--- src/rtl/sram_ctrl.sv ---
// sram_ctrl: sequenced wait-state controller between the b16 memory bus and a
// 16-bit asynchronous SRAM. All SRAM strobes, address and write data are registered.
// Optional build macro: SRAM_CTRL_WAIT_SW_EN adds the wait_cfg port, which replaces
// the WAIT parameter as the source of the access pulse length.
module sram_ctrl #(
    parameter  int unsigned WAIT = 3,
    localparam int unsigned DW   = 16,
    localparam int unsigned AW   = 18,
    localparam int unsigned BW   = 3,
    localparam int unsigned CW   = 4
) (
    input  logic          clk,
    input  logic          reset,
    input  logic          sel,
    input  logic [DW-1:0] addr,
    input  logic [BW-1:0] bank,
    input  logic          r,
    input  logic [1:0]    w,
    input  logic [DW-1:0] dwrite,
`ifdef SRAM_CTRL_WAIT_SW_EN
    input  logic [CW-1:0] wait_cfg,
`endif
    output logic [DW-1:0] rdata,
    output logic          ready,
    output logic [AW-1:0] sram_addr,
    input  logic [DW-1:0] sram_dq_in,
    output logic [DW-1:0] sram_dq_out,
    output logic          sram_dq_oe,
    output logic          sram_ce_n,
    output logic          sram_oe_n,
    output logic          sram_we_n,
    output logic          sram_ub_n,
    output logic          sram_lb_n
);

    typedef enum logic [2:0] {
        S_IDLE = 3'd0,
        S_RD   = 3'd1,
        S_WS   = 3'd2,
        S_WP   = 3'd3,
        S_WH   = 3'd4,
        S_DONE = 3'd5
    } state_t;

    state_t        r_state;
    logic [CW-1:0] r_cnt;
    logic [DW-1:0] r_rdata;
    logic [AW-1:0] r_sram_addr;
    logic [DW-1:0] r_dq_out;
    logic          r_dq_oe;
    logic          r_ce_n;
    logic          r_oe_n;
    logic          r_we_n;
    logic          r_ub_n;
    logic          r_lb_n;

    logic          w_req;
    logic          w_rd;
    logic          w_wr;
    logic [CW-1:0] w_cnt_load;
    logic          w_addr_lsb_unused;

    // Request decode: a read wins when r and w are both set.
    assign w_req = sel & (r | (|w));
    assign w_rd  = sel & r;
    assign w_wr  = sel & ~r & (|w);

    // Byte address bit 0 does not reach the word-wide SRAM.
    assign w_addr_lsb_unused = addr[0];

`ifdef SRAM_CTRL_WAIT_SW_EN
    // Run-time wait count; a value of 0 behaves as 1.
    assign w_cnt_load = (wait_cfg == '0) ? '0 : wait_cfg - CW'(1);
`else
    // Wait count fixed at elaboration: 0 behaves as 1, saturated to the counter range.
    localparam int unsigned WAIT_EFF = (WAIT == 0) ? 1 : ((WAIT > 15) ? 15 : WAIT);
    assign w_cnt_load = CW'(WAIT_EFF - 1);
`endif

    // Bus handshake: free to advance when idle with nothing pending, or on completion.
    assign ready = ~reset & (((r_state == S_IDLE) & ~w_req) | (r_state == S_DONE));

    // Access sequencer; strobes change on the same edge as the state they belong to.
    always_ff @(posedge clk) begin
        if (reset) begin
            r_state     <= S_IDLE;
            r_cnt       <= '0;
            r_rdata     <= '0;
            r_sram_addr <= '0;
            r_dq_out    <= '0;
            r_dq_oe     <= 1'b0;
            r_ce_n      <= 1'b1;
            r_oe_n      <= 1'b1;
            r_we_n      <= 1'b1;
            r_ub_n      <= 1'b1;
            r_lb_n      <= 1'b1;
        end else begin
            case (r_state)
                S_IDLE: begin
                    if (w_rd) begin
                        r_state     <= S_RD;
                        r_cnt       <= w_cnt_load;
                        r_sram_addr <= {bank, addr[DW-1:1]};
                        r_ce_n      <= 1'b0;
                        r_oe_n      <= 1'b0;
                        r_we_n      <= 1'b1;
                        r_ub_n      <= 1'b0;
                        r_lb_n      <= 1'b0;
                        r_dq_oe     <= 1'b0;
                    end else if (w_wr) begin
                        r_state     <= S_WS;
                        r_cnt       <= w_cnt_load;
                        r_sram_addr <= {bank, addr[DW-1:1]};
                        r_dq_out    <= dwrite;
                        r_ce_n      <= 1'b0;
                        r_oe_n      <= 1'b1;
                        r_we_n      <= 1'b1;
                        r_ub_n      <= ~w[1];
                        r_lb_n      <= ~w[0];
                        r_dq_oe     <= 1'b1;
                    end
                end
                S_RD: begin
                    if (r_cnt != '0) begin
                        r_cnt <= r_cnt - CW'(1);
                    end else begin
                        r_rdata <= sram_dq_in;
                        r_state <= S_DONE;
                        r_ce_n  <= 1'b1;
                        r_oe_n  <= 1'b1;
                        r_ub_n  <= 1'b1;
                        r_lb_n  <= 1'b1;
                    end
                end
                S_WS: begin
                    r_state <= S_WP;
                    r_we_n  <= 1'b0;
                end
                S_WP: begin
                    if (r_cnt != '0) begin
                        r_cnt <= r_cnt - CW'(1);
                    end else begin
                        r_state <= S_WH;
                        r_we_n  <= 1'b1;
                    end
                end
                S_WH: begin
                    r_state <= S_DONE;
                    r_ce_n  <= 1'b1;
                    r_ub_n  <= 1'b1;
                    r_lb_n  <= 1'b1;
                    r_dq_oe <= 1'b0;
                end
                S_DONE: begin
                    r_state <= S_IDLE;
                end
                default: begin
                    r_state <= S_IDLE;
                    r_dq_oe <= 1'b0;
                    r_ce_n  <= 1'b1;
                    r_oe_n  <= 1'b1;
                    r_we_n  <= 1'b1;
                    r_ub_n  <= 1'b1;
                    r_lb_n  <= 1'b1;
                end
            endcase
        end
    end

    assign rdata       = r_rdata;
    assign sram_addr   = r_sram_addr;
    assign sram_dq_out = r_dq_out;
    assign sram_dq_oe  = r_dq_oe;
    assign sram_ce_n   = r_ce_n;
    assign sram_oe_n   = r_oe_n;
    assign sram_we_n   = r_we_n;
    assign sram_ub_n   = r_ub_n;
    assign sram_lb_n   = r_lb_n;

endmodule

--- config.mk ---
export PLATFORM = sky130hd
export DESIGN_NAME = sram_ctrl
export DESIGN_NICKNAME = d
export VERILOG_FILES = /design/src/rtl/sram_ctrl.sv
export SDC_FILE = /design/constraint.sdc
export NUM_CORES = 1
export LEC_CHECK = 0
export BUFFER_PORTS_ARGS = -buffer_cell sky130_fd_sc_hd__buf_2
export CELL_PAD_IN_SITES_DETAIL_PLACEMENT = 1
export CELL_PAD_IN_SITES_GLOBAL_PLACEMENT = 2
export CORE_ASPECT_RATIO = 0.9
export CORE_MARGIN = 2
export CORE_UTILIZATION = 25
export CTS_CLUSTER_DIAMETER = 60
export DETAILED_ROUTE_END_ITERATION = 6
export PLACE_DENSITY = 0.89
export SYNTH_ARGS = -nofsm -noshare
export SYNTH_HDL_FRONTEND = slang
export SYNTH_SLANG_ARGS = --single-unit
--- constraint.sdc ---
create_clock -name clk -period 2.7 [get_ports clk]
set_clock_uncertainty 0.15 [all_clocks]
set_input_delay 0.81 -clock clk [delete_from_list [all_inputs] [get_ports clk]]
set_output_delay 0.81 -clock clk [all_outputs]
set_load 0.02 [all_outputs]
==> impl_metrics.ini, run 1 <==
[logic_synthesis]
synth-main-ff-cell = dfxtp_1
synthCells = 307
ys_async_sr_fraction_pct = 0
ys_warn_count = 0
synth_top_cell_by_area = dfxtp_1
synth.net_count = 365
yosysUniqueCellTypes = 37
synth.cell_area_mm2 = 0.00246
synth_area_leaders = dfxtp_1 51%, nand2_1 16%, a21oi_1 12%
synth-edff-count = 0
seq_area_frac_synth_pct = 51.3
ys_ff_latch = 63
yosysTopAreaCellShare_pct = 51.3
synth_area_per_cell_um2 = 8.01

[outcome]
violations = setup timing
outcome = finished, violations left

[critical_path]
cp_data_required_time_ps = 1740
worstPathArrival_ps = 1770
crit_path_top_delay_cell = a2111oi_4
max_stage_delay_ps = 350
worst_path_most_repeated_cell = buf_6
crit_family = compound AO/OA/AOI/OAI gates
cp_max_fo = 2
worst-setup-path-type = input pin to output pin
crit_path_start_kind = input pin
crit_chain = buf_6 > a2111oi_4 > and2_4 > a31oi_4 > nor2_2 > buf_6
critPathCaptureType = output pin
cp_num_buf_inv = 2

[sta]
final_max_slew_viol_count = 0
finalWorstSetupSlack_ps = -32.3
finalSetupViolCount = 1
finalHoldViolations = 0
tightest_slew_ps = 709
rsz0062_at_grt = true
fmax_mhz = 366
finalCritPeriodShare_pct = 101
relSlewSlack_pct = 52.7
period_minus_slack_ps = 2730

[cts]
clkTransAtPathRegs_ps = 70
htree_levels = 3
clock_sinks = 63
clockRootBuffer = clkbuf_8
hold_buffers = 0
clkLatencyLatePin_ps = 330
cts_inserted_buffers = 9
cts_tree = built
cts_max_path_buffers = 2

[global_route]
grtUsageTotal_pct = 14.2
antenna_found_initial = 0
overflow = 0
grt_max_degree = 66
grt_pass1_vias = 2453
grt_pass1_wl_mm = 12.0

[floorplanning]
initial_core_util_pct = 25.6
core_area_mm2 = 0.00961
rows = 34
num_io_pins = 114
die_w_um = 109
die_y_um = 98.1
dieArea_mm2 = 0.0107

[final_layout]
syn_to_final_growth_pct = 38.8
final_cells = 553
n_antenna_cell = 0
nets = 481
drive_gt1_share_pct = 34.4
final_core_util_pct = 35.5
nFillCells = 1189

[drt]
drc = 0
viasPerCell = 4.57
vias = 2527
dr.pass1.iters = 4
drtIter0Drc = 111
wl_mm = 7.45
ant_nets = 0
wl_per_cell_um = 13.5

[power_and_ir_drop]
switchingPower_mw = 1.41
power_density_mw_per_mm2 = 1040
seq_power_share_pct = 35.7
combinationalPowerShare_pct = 41.0
vdd_drop_max_mv = 0.332
switching_share_pct = 39.5
power.leakage_nw = 1.50
p_clk_share_pct = 23.4
p_int_mw = 2.16

[min_path]
worstHoldPathType = flip-flop to flip-flop

[placement]
gp_congestion = 0.724
hpwl_mm = 5.26
post-place-ws_ps = -156
dp.cells = 537
io_buffers = 112

[job]
cap_violations = 0
==> state kept, by name, indices dropped and copies added (netlist names), 3 cells and up <==
register and cells:
sram_dq_out 16, rdata 16, r_state 3, sram_addr 18, r_cnt 4
==> metrics by stage <==
stage / cell area [um2] / power [mW] / hold WS (ps) / TNS, ps
4_1_cts: 3410 / 3.63 / 307 / -49.8
2_1_floorplan: 2460 / 2.25 / 317 / 0
3_3_place_gp: 3160 / 2.67 / 288 / -125
6_report: 3410 / 3.57 / 303 / -32.3
5_1_grt: 3410 / 3.85 / 323 / -105
3_5_place_dp: 3160 / 2.71 / 297 / -156
==> cell families after synthesis <==
logic type | after synthesis | share of synthesized area [%]
flops | 63 | 51.3
compound gates | 75 | 17.1
simple gates | 140 | 24.6
fa+ha+maj | 1 | 0.509
buf+inv | 25 | 5.24
mux | 3 | 1.22
==> layer usage <==
metal / wire length (um) / part of all wire (%) / up-vias / GRT usage, %
met2: 3450 / 46 / 92 / 23.1
met1: 3270 / 44 / 1179 / 17.7
li1: - / - / 1248 / -
met4: 60 / 0.81 / 0 / 2.66
met3: 665 / 8.9 / 8 / 6.07
met5: 0 / 0 / - / 0
==> power groups by stage <==
stage	Clock [mW]	Sequential (mW)	Combinational [mW]
after global placement	0	1.27	1.39
after detailed placement	0	1.29	1.42
after global routing	0.920	1.30	1.63
after CTS	0.875	1.28	1.48
after floorplan	0	1.48	0.767
final	0.834	1.27	1.46
==> timing repair <==
item / in CTS / in global routing
gates resized for setup: 7 / 2
setup buffers: 1 / 0
setup endpoints to repair: 1 / 1
hold endpoints to repair: 0 / 0
cloned: 0 / 0
pin swaps: 3 / 3
==> worst paths after layout <==
check	cells after the start	slack (ps)	to	startpoint
setup / recovery	6	-30	ready	r
hold / removal	2	300	sram_addr[8]$_SDFFE_PP0P_	sram_addr[8]$_SDFFE_PP0P_
setup reg to reg	6	510	rdata[3]$_SDFFE_PP0P_	r_cnt[0]$_SDFFE_PP0P_
hold reg to reg	2	300	sram_addr[8]$_SDFFE_PP0P_	sram_addr[8]$_SDFFE_PP0P_
==> cell type report <==
class	instances	area, um2	share of cell area (%)
clock buffers	12	155	4.54
clock inverters	3	42.5	1.25
inverters	5	18.8	0.550
multi-input cells	219	1100	32.3
flip-flops and latches	63	1260	36.9
well taps	126	158	4.62
repair buffers	125	677	19.8
==> layout by cell type (no fill, tap or decap), types with 2 or more instances in the layout <==
cell,n
buf_4,13
inv_1,5
nor2_1,9
nor3_1,7
nor2b_1,2
a211oi_1,2
a21oi_1,59
mux2i_1,3
nand2_1,104
buf_6,3
buf_2,109
nand3_1,3
dfxtp_1,63
nand2b_1,4
o21ai_0,4
clkbuf_8,11
or3_1,2
==> worst register-to-register path, cell delays in order (launching register included) <==
cell and delay, ps:
dfxtp_1 320, inv_1 90, ha_1 230, nor3b_1 390, and3_1 660, nand2_1 150
a21oi_1 140
==> cell usage after synthesis, types with 3 or more instances <==
cell type    n
inv_1        5
nand2b_1     4
nand3_1      3
buf_6        3
a21oi_1     59
clkbuf_1    10
nor2_1      10
nand2_1    104
dfxtp_1     63
mux2i_1      3
nor3_1       7
buf_2        4
o21ai_0      4
Power figures use the tool's default switching activity.
==> run 2: changes to the inputs <==
==> config.mk (replaced) <==
export PLATFORM = sky130hd
export DESIGN_NAME = sram_ctrl
export DESIGN_NICKNAME = d
export VERILOG_FILES = /design/src/rtl/sram_ctrl.sv
export SDC_FILE = /design/constraint.sdc
export NUM_CORES = 1
export LEC_CHECK = 0
export BUFFER_PORTS_ARGS = -buffer_cell sky130_fd_sc_hd__buf_2
export CELL_PAD_IN_SITES_DETAIL_PLACEMENT = 0
export CELL_PAD_IN_SITES_GLOBAL_PLACEMENT = 1
export CORE_ASPECT_RATIO = 0.9
export CORE_MARGIN = 2
export CORE_UTILIZATION = 35
export CTS_CLUSTER_DIAMETER = 60
export DETAILED_ROUTE_END_ITERATION = 6
export PLACE_DENSITY = 0.94
export SYNTH_ARGS = -nofsm -noshare
export SYNTH_HDL_FRONTEND = slang
export SYNTH_SLANG_ARGS = --single-unit
==> constraint.sdc (replaced) <==
create_clock -name clk -period 3.2 [get_ports clk]
set_clock_uncertainty 0.15 [all_clocks]
set_input_delay 0.96 -clock clk [delete_from_list [all_inputs] [get_ports clk]]
set_output_delay 0.96 -clock clk [all_outputs]
set_load 0.02 [all_outputs]
==> run 2 against run 1 <==
Net effect:
- the run now ends clean
- count of clock-buffer cells in the layout fell by 1
- worst setup slack improved by 140 ps
- critical path depth did not move
- via count fell by 4.1%
- largest power group unchanged
- first-iteration DRC count fell by 25%
- sequential share of layout area rose by 1.8 points
==> impl_metrics.ini, run 2 (synthesis results as in run 1) <==
[sta]
finalCritPeriodShare_pct = 96.5
final_max_slew_viol_count = 0
fmax_mhz = 324
rsz0062_at_grt = false
finalSetupViolCount = 0
period_minus_slack_ps = 3090
tightest_slew_ps = 664
setup-tns-final_ps = 0
finalHoldViolations = 0
relSlewSlack_pct = 55.7

[critical_path]
worstPathArrival_ps = 1980
cp_max_fo = 2
crit_path_start_kind = input pin
cp_data_required_time_ps = 2090
worst-setup-path-type = input pin to output pin
critPathCaptureType = output pin

[floorplanning]
dieArea_mm2 = 0.00772
core_area_mm2 = 0.00669
num_io_pins = 114
die_y_um = 83.5
initial_core_util_pct = 36.8
rows = 28
die_w_um = 92.4

[power_and_ir_drop]
power_density_mw_per_mm2 = 856
vdd_drop_max_mv = 0.462
power.leakage_nw = 1.46
finalPower_mw = 2.78

[cts]
cts_inserted_buffers = 9
cts_tree = built
cts_max_path_buffers = 2
htree_levels = 3
cts_setup_buffers = 0
clkLatencyLatePin_ps = 320
clock_sinks = 63
post_cts_resize_count = 0
clkTransAtPathRegs_ps = 60
clockRootBuffer = clkbuf_8
hold_buffers = 0

[final_layout]
final_common_cell = buf_2
multiInputGateArea_mm2 = 0.00107
n_antenna_cell = 0
drive_gt1_share_pct = 33.1
nFillCells = 708
fin_area_mm2 = 0.00325
syn_to_final_growth_pct = 32.3
regArea_mm2 = 0.00126
final_cell_mix = 112 x buf_2, 104 x nand2_1, 63 x dfxtp_1, 59 x a21oi_1
largest_reg_flops = 18
nets = 477

[outcome]
outcome = finished, final reports clean

[placement]
gp_congestion = 0.832
io_buffers = 112
hpwl_mm = 4.17
placed_area_mm2 = 0.00309

[drt]
vias = 2423
dr.pass1.iters = 4
wl_mm = 6.07
wl_per_cell_um = 11.8
ant_nets = 0
viasPerCell = 4.72
drtIter0Drc = 83
drc = 0
route.met3.wl_um = 524
dr_wl_met2_mm = 2.84
highest_layer = met4
drt-met1-wl_mm = 2.69

[global_route]
grt_pass1_vias = 2255
grt_max_degree = 66
overflow = 0
antenna_found_initial = 0
grt_pass1_wl_mm = 9.95
grtUsageTotal_pct = 16.0

[min_path]
worstHoldPathType = flip-flop to flip-flop

[job]
cap_violations = 0
## run 2: path summary, 6_finish.rpt
check / start / to / slack, ps / depth (start not counted)
worst max-delay path: r / ready / 110 / 6
worst min-delay path: sram_dq_out[9]$_SDFFE_PP0P_ / sram_dq_out[9]$_SDFFE_PP0P_ / 300 / 2
worst max register to register: r_cnt[0]$_SDFFE_PP0P_ / rdata[11]$_SDFFE_PP0P_ / 1150 / 6
worst min register to register: sram_dq_out[9]$_SDFFE_PP0P_ / sram_dq_out[9]$_SDFFE_PP0P_ / 300 / 2
## run 2: cell type report
type                    instances  area share [%]
multi-input cells             219            32.9
flip-flops and latches         63            38.8
repair buffers                121            19.3
well taps                      90            3.46
inverters                       5           0.577
clock buffers                  11            4.34
clock inverters                 4           0.692
## run 2: through the flow
| stage | util [%] | std cells | hold slack, ps | setup WS, ps |
|---|---|---|---|---|
| final | 48.6 | 513 | 300 | 111 |
| after global routing | 48.6 | 513 | 316 | 13.1 |
| after CTS | 48.6 | 513 | 303 | 92.2 |
| after detailed placement | 46.2 | 498 | 293 | 104 |
| after global placement | 46.2 | 498 | 288 | 86.7 |
| after floorplan | - | 307 | 317 | 152 |
## run 2: power by group
group | leakage [nW] | internal [mW] | switching [mW]
clock | 0.0850 | 0.294 | 0.290
combinational | 0.859 | 0.418 | 0.702
sequential | 0.514 | 0.963 | 0.118
total | 1.46 | 1.67 | 1.11
## run 2: worst max-delay path, cell delays in order
cell and delay, ps:
buf_2 110, a2111oi_2 370, and2_1 210, a31oi_1 60
nor2_1 100, buf_2 160
## run 2: routing by layer
metal  vias to the layer above  track usage, %
met5                         -               0
met4                         0            5.83
met3                         2            5.96
met2                        79            26.5
met1                      1100            18.8
li1                       1242               -
==> run 3: changes to the inputs <==
--- a/config.mk
+++ b/config.mk
@@ -6,11 +6,9 @@
 export NUM_CORES = 1
 export LEC_CHECK = 0
 export BUFFER_PORTS_ARGS = -buffer_cell sky130_fd_sc_hd__buf_2
-export CELL_PAD_IN_SITES_DETAIL_PLACEMENT = 0
-export CELL_PAD_IN_SITES_GLOBAL_PLACEMENT = 1
 export CORE_ASPECT_RATIO = 0.9
 export CORE_MARGIN = 2
-export CORE_UTILIZATION = 35
+export CORE_UTILIZATION = 50
 export CTS_CLUSTER_DIAMETER = 60
 export DETAILED_ROUTE_END_ITERATION = 6
 export PLACE_DENSITY = 0.94
==> run 3 against run 2 <==
Net effect:
- register-to-register slack about the same
- largest cell class unchanged
- final cell count fell by 4.7%
- sequential cell count stayed put
- critical path depth did not move
- sequential power about the same
- power up 6.7%
- sequential share of layout area shrank 0.46 points
- clock power increased by 30%
- via count up 1.5%
- core utilization up 20 points
- worst setup slack improved by 4.8 ps
==> impl_metrics.ini, run 3 (synthesis results as in run 1) <==
[floorplanning]
num_io_pins = 114
dieArea_mm2 = 0.00550
initial_core_util_pct = 51.2
die_y_um = 70.5
rows = 24
core_area_mm2 = 0.00480
die_w_um = 77.9

[critical_path]
cp_data_required_time_ps = 2090
r2r_end = sram_dq_out[14]$_SDFFE_PP0P_
worst-r2r-setup-slack_ps = 1150
crit_start = r
crit_family = compound AO/OA/AOI/OAI gates
cp_max_fo = 2
cp_num_buf_inv = 2
crit_path_top_delay_cell = a2111oi_4
worst_path_most_repeated_cell = buf_2
worst-setup-path-type = input pin to output pin
crit_path_start_kind = input pin
critPathCaptureType = output pin
crit_chain = buf_2 > a2111oi_4 > and2_1 > a31oi_1 > nor2_1 > buf_2
cp.depth = 6
r2r_start = r_state[2]$_SDFFE_PP0P_
max_stage_delay_ps = 340
worstPathArrival_ps = 1970
reg2reg_depth = 5

[final_layout]
syn_to_final_growth_pct = 33.9
nets = 477
nFillCells = 402
largest_reg_flops = 18
regArea_mm2 = 0.00126
n_antenna_cell = 0
drive_gt1_share_pct = 33.5
multiInputGateArea_mm2 = 0.00108
final_common_cell = buf_2
final_cell_mix = 112 x buf_2, 104 x nand2_1, 63 x dfxtp_1, 59 x a21oi_1

[power_and_ir_drop]
p_int_mw = 1.84
combinationalPowerShare_pct = 38.0
vdd_drop_max_mv = 0.514
power_density_mw_per_mm2 = 902
seq_power_share_pct = 36.6
p_clk_share_pct = 25.5
switchingPower_mw = 1.13
switching_share_pct = 37.9
power.leakage_nw = 1.49
finalPower_mw = 2.97

[cts]
clock_sinks = 63
clkLatencyLatePin_ps = 320
cts_max_path_buffers = 2
clockRootBuffer = clkbuf_8
htree_levels = 3
cts_inserted_buffers = 9
clkTransAtPathRegs_ps = 70
cts_tree = built

[job]
cap_violations = 0

[drt]
wl_per_cell_um = 12.2
wl_mm = 5.97
vias = 2460
drc = 0
dr.pass1.iters = 4
drtIter0Drc = 84
viasPerCell = 5.03
ant_nets = 0

[min_path]
worstHoldPathType = flip-flop to flip-flop
holdPathStages = 2
hp-start = sram_dq_out[11]$_SDFFE_PP0P_
min_to = sram_dq_out[11]$_SDFFE_PP0P_

[placement]
io_buffers = 112
gp_congestion = 0.736
hpwl_mm = 4.08

[sta]
setup-tns-final_ps = 0
finalCritPeriodShare_pct = 96.4
rsz0062_at_grt = false
fmax_mhz = 324
period_minus_slack_ps = 3080
final_max_slew_viol_count = 0
finalHoldViolations = 0
tightest_slew_ps = 661
finalSetupViolCount = 0
whs_ps = 300
relSlewSlack_pct = 55.9

[global_route]
grt_max_degree = 66
grtUsageTotal_pct = 22.4
antenna_found_initial = 0
grt_pass1_wl_mm = 9.94
overflow = 0
grt_pass1_vias = 2315

[outcome]
outcome = finished, final reports clean
[run 3: cell count changes in the layout (fill, tap and decap cells not counted)]
cell,before,now
a2111oi_2,1,0
clkinvlp_4,1,0
a2111oi_4,0,1
clkinv_4,0,1
bufinv_16,0,2
clkbuf_1,1,0
[run 3: power groups by stage]
| stage | registers (mW) | clock network [mW] | logic, mW |
|---|---|---|---|
| floorplan | 1.25 | 0 | 0.646 |
| global placement | 1.09 | 0 | 1.10 |
| detailed placement | 1.10 | 0 | 1.13 |
| CTS | 1.08 | 0.774 | 1.14 |
| global route | 1.11 | 0.807 | 1.26 |
| finish | 1.09 | 0.757 | 1.13 |
[run 3: what timing repair did]
item / 4_1_cts / 5_1_grt
gates resized for setup: 0 / 1
setup buffers: 0 / 0
setup endpoints to repair: 0 / 1
hold buffers: 0 / 0
[run 3: layout make-up]
class / instances / share of cell area (%)
clock buffers: 10 / 4.18
well taps: 65 / 2.47
repair buffers: 121 / 19.1
clock inverters: 6 / 2.55
multi-input cells: 219 / 32.9
flip-flops and latches: 63 / 38.3
inverters: 5 / 0.570
[run 3: layer usage]
| metal | wire length (um) | track usage [%] | up-vias |
|---|---|---|---|
| met3 | 435 | 6.12 | 5 |
| met1 | 2580 | 26.7 | 1110 |
| met4 | 58 | 5.85 | 0 |
| met5 | 0 | 0 | - |
| li1 | - | - | 1249 |
| met2 | 2890 | 39.9 | 96 |
[run 3: through the flow]
step | util, % | worst slack [ps] | instances | instance area [um2]
3_5_place_dp | 63.7 | 89.3 | 473 | 3060
3_3_place_gp | 63.7 | 109 | 473 | 3060
4_1_cts | 68.3 | 75.8 | 489 | 3280
6_report | 68.5 | 116 | 489 | 3290
2_1_floorplan | - | 152 | 307 | 2460
5_1_grt | 68.5 | 27.6 | 489 | 3290
[run 3: how the worst max path moves through the flow]
stage | end | slack (ps)
final | ready | 120
after global placement | ready | 110
after CTS | ready | 80
after global routing | ready | 30
after floorplan | ready | 150
after detailed placement | ready | 90
[run 3: worst reg2reg max path, cell delays in order, from the launching register on]
cell     delay [ps]
dfxtp_1         340
buf_4           190
or3_4           440
or3_1           550
nand2_1         160
a21oi_1          70
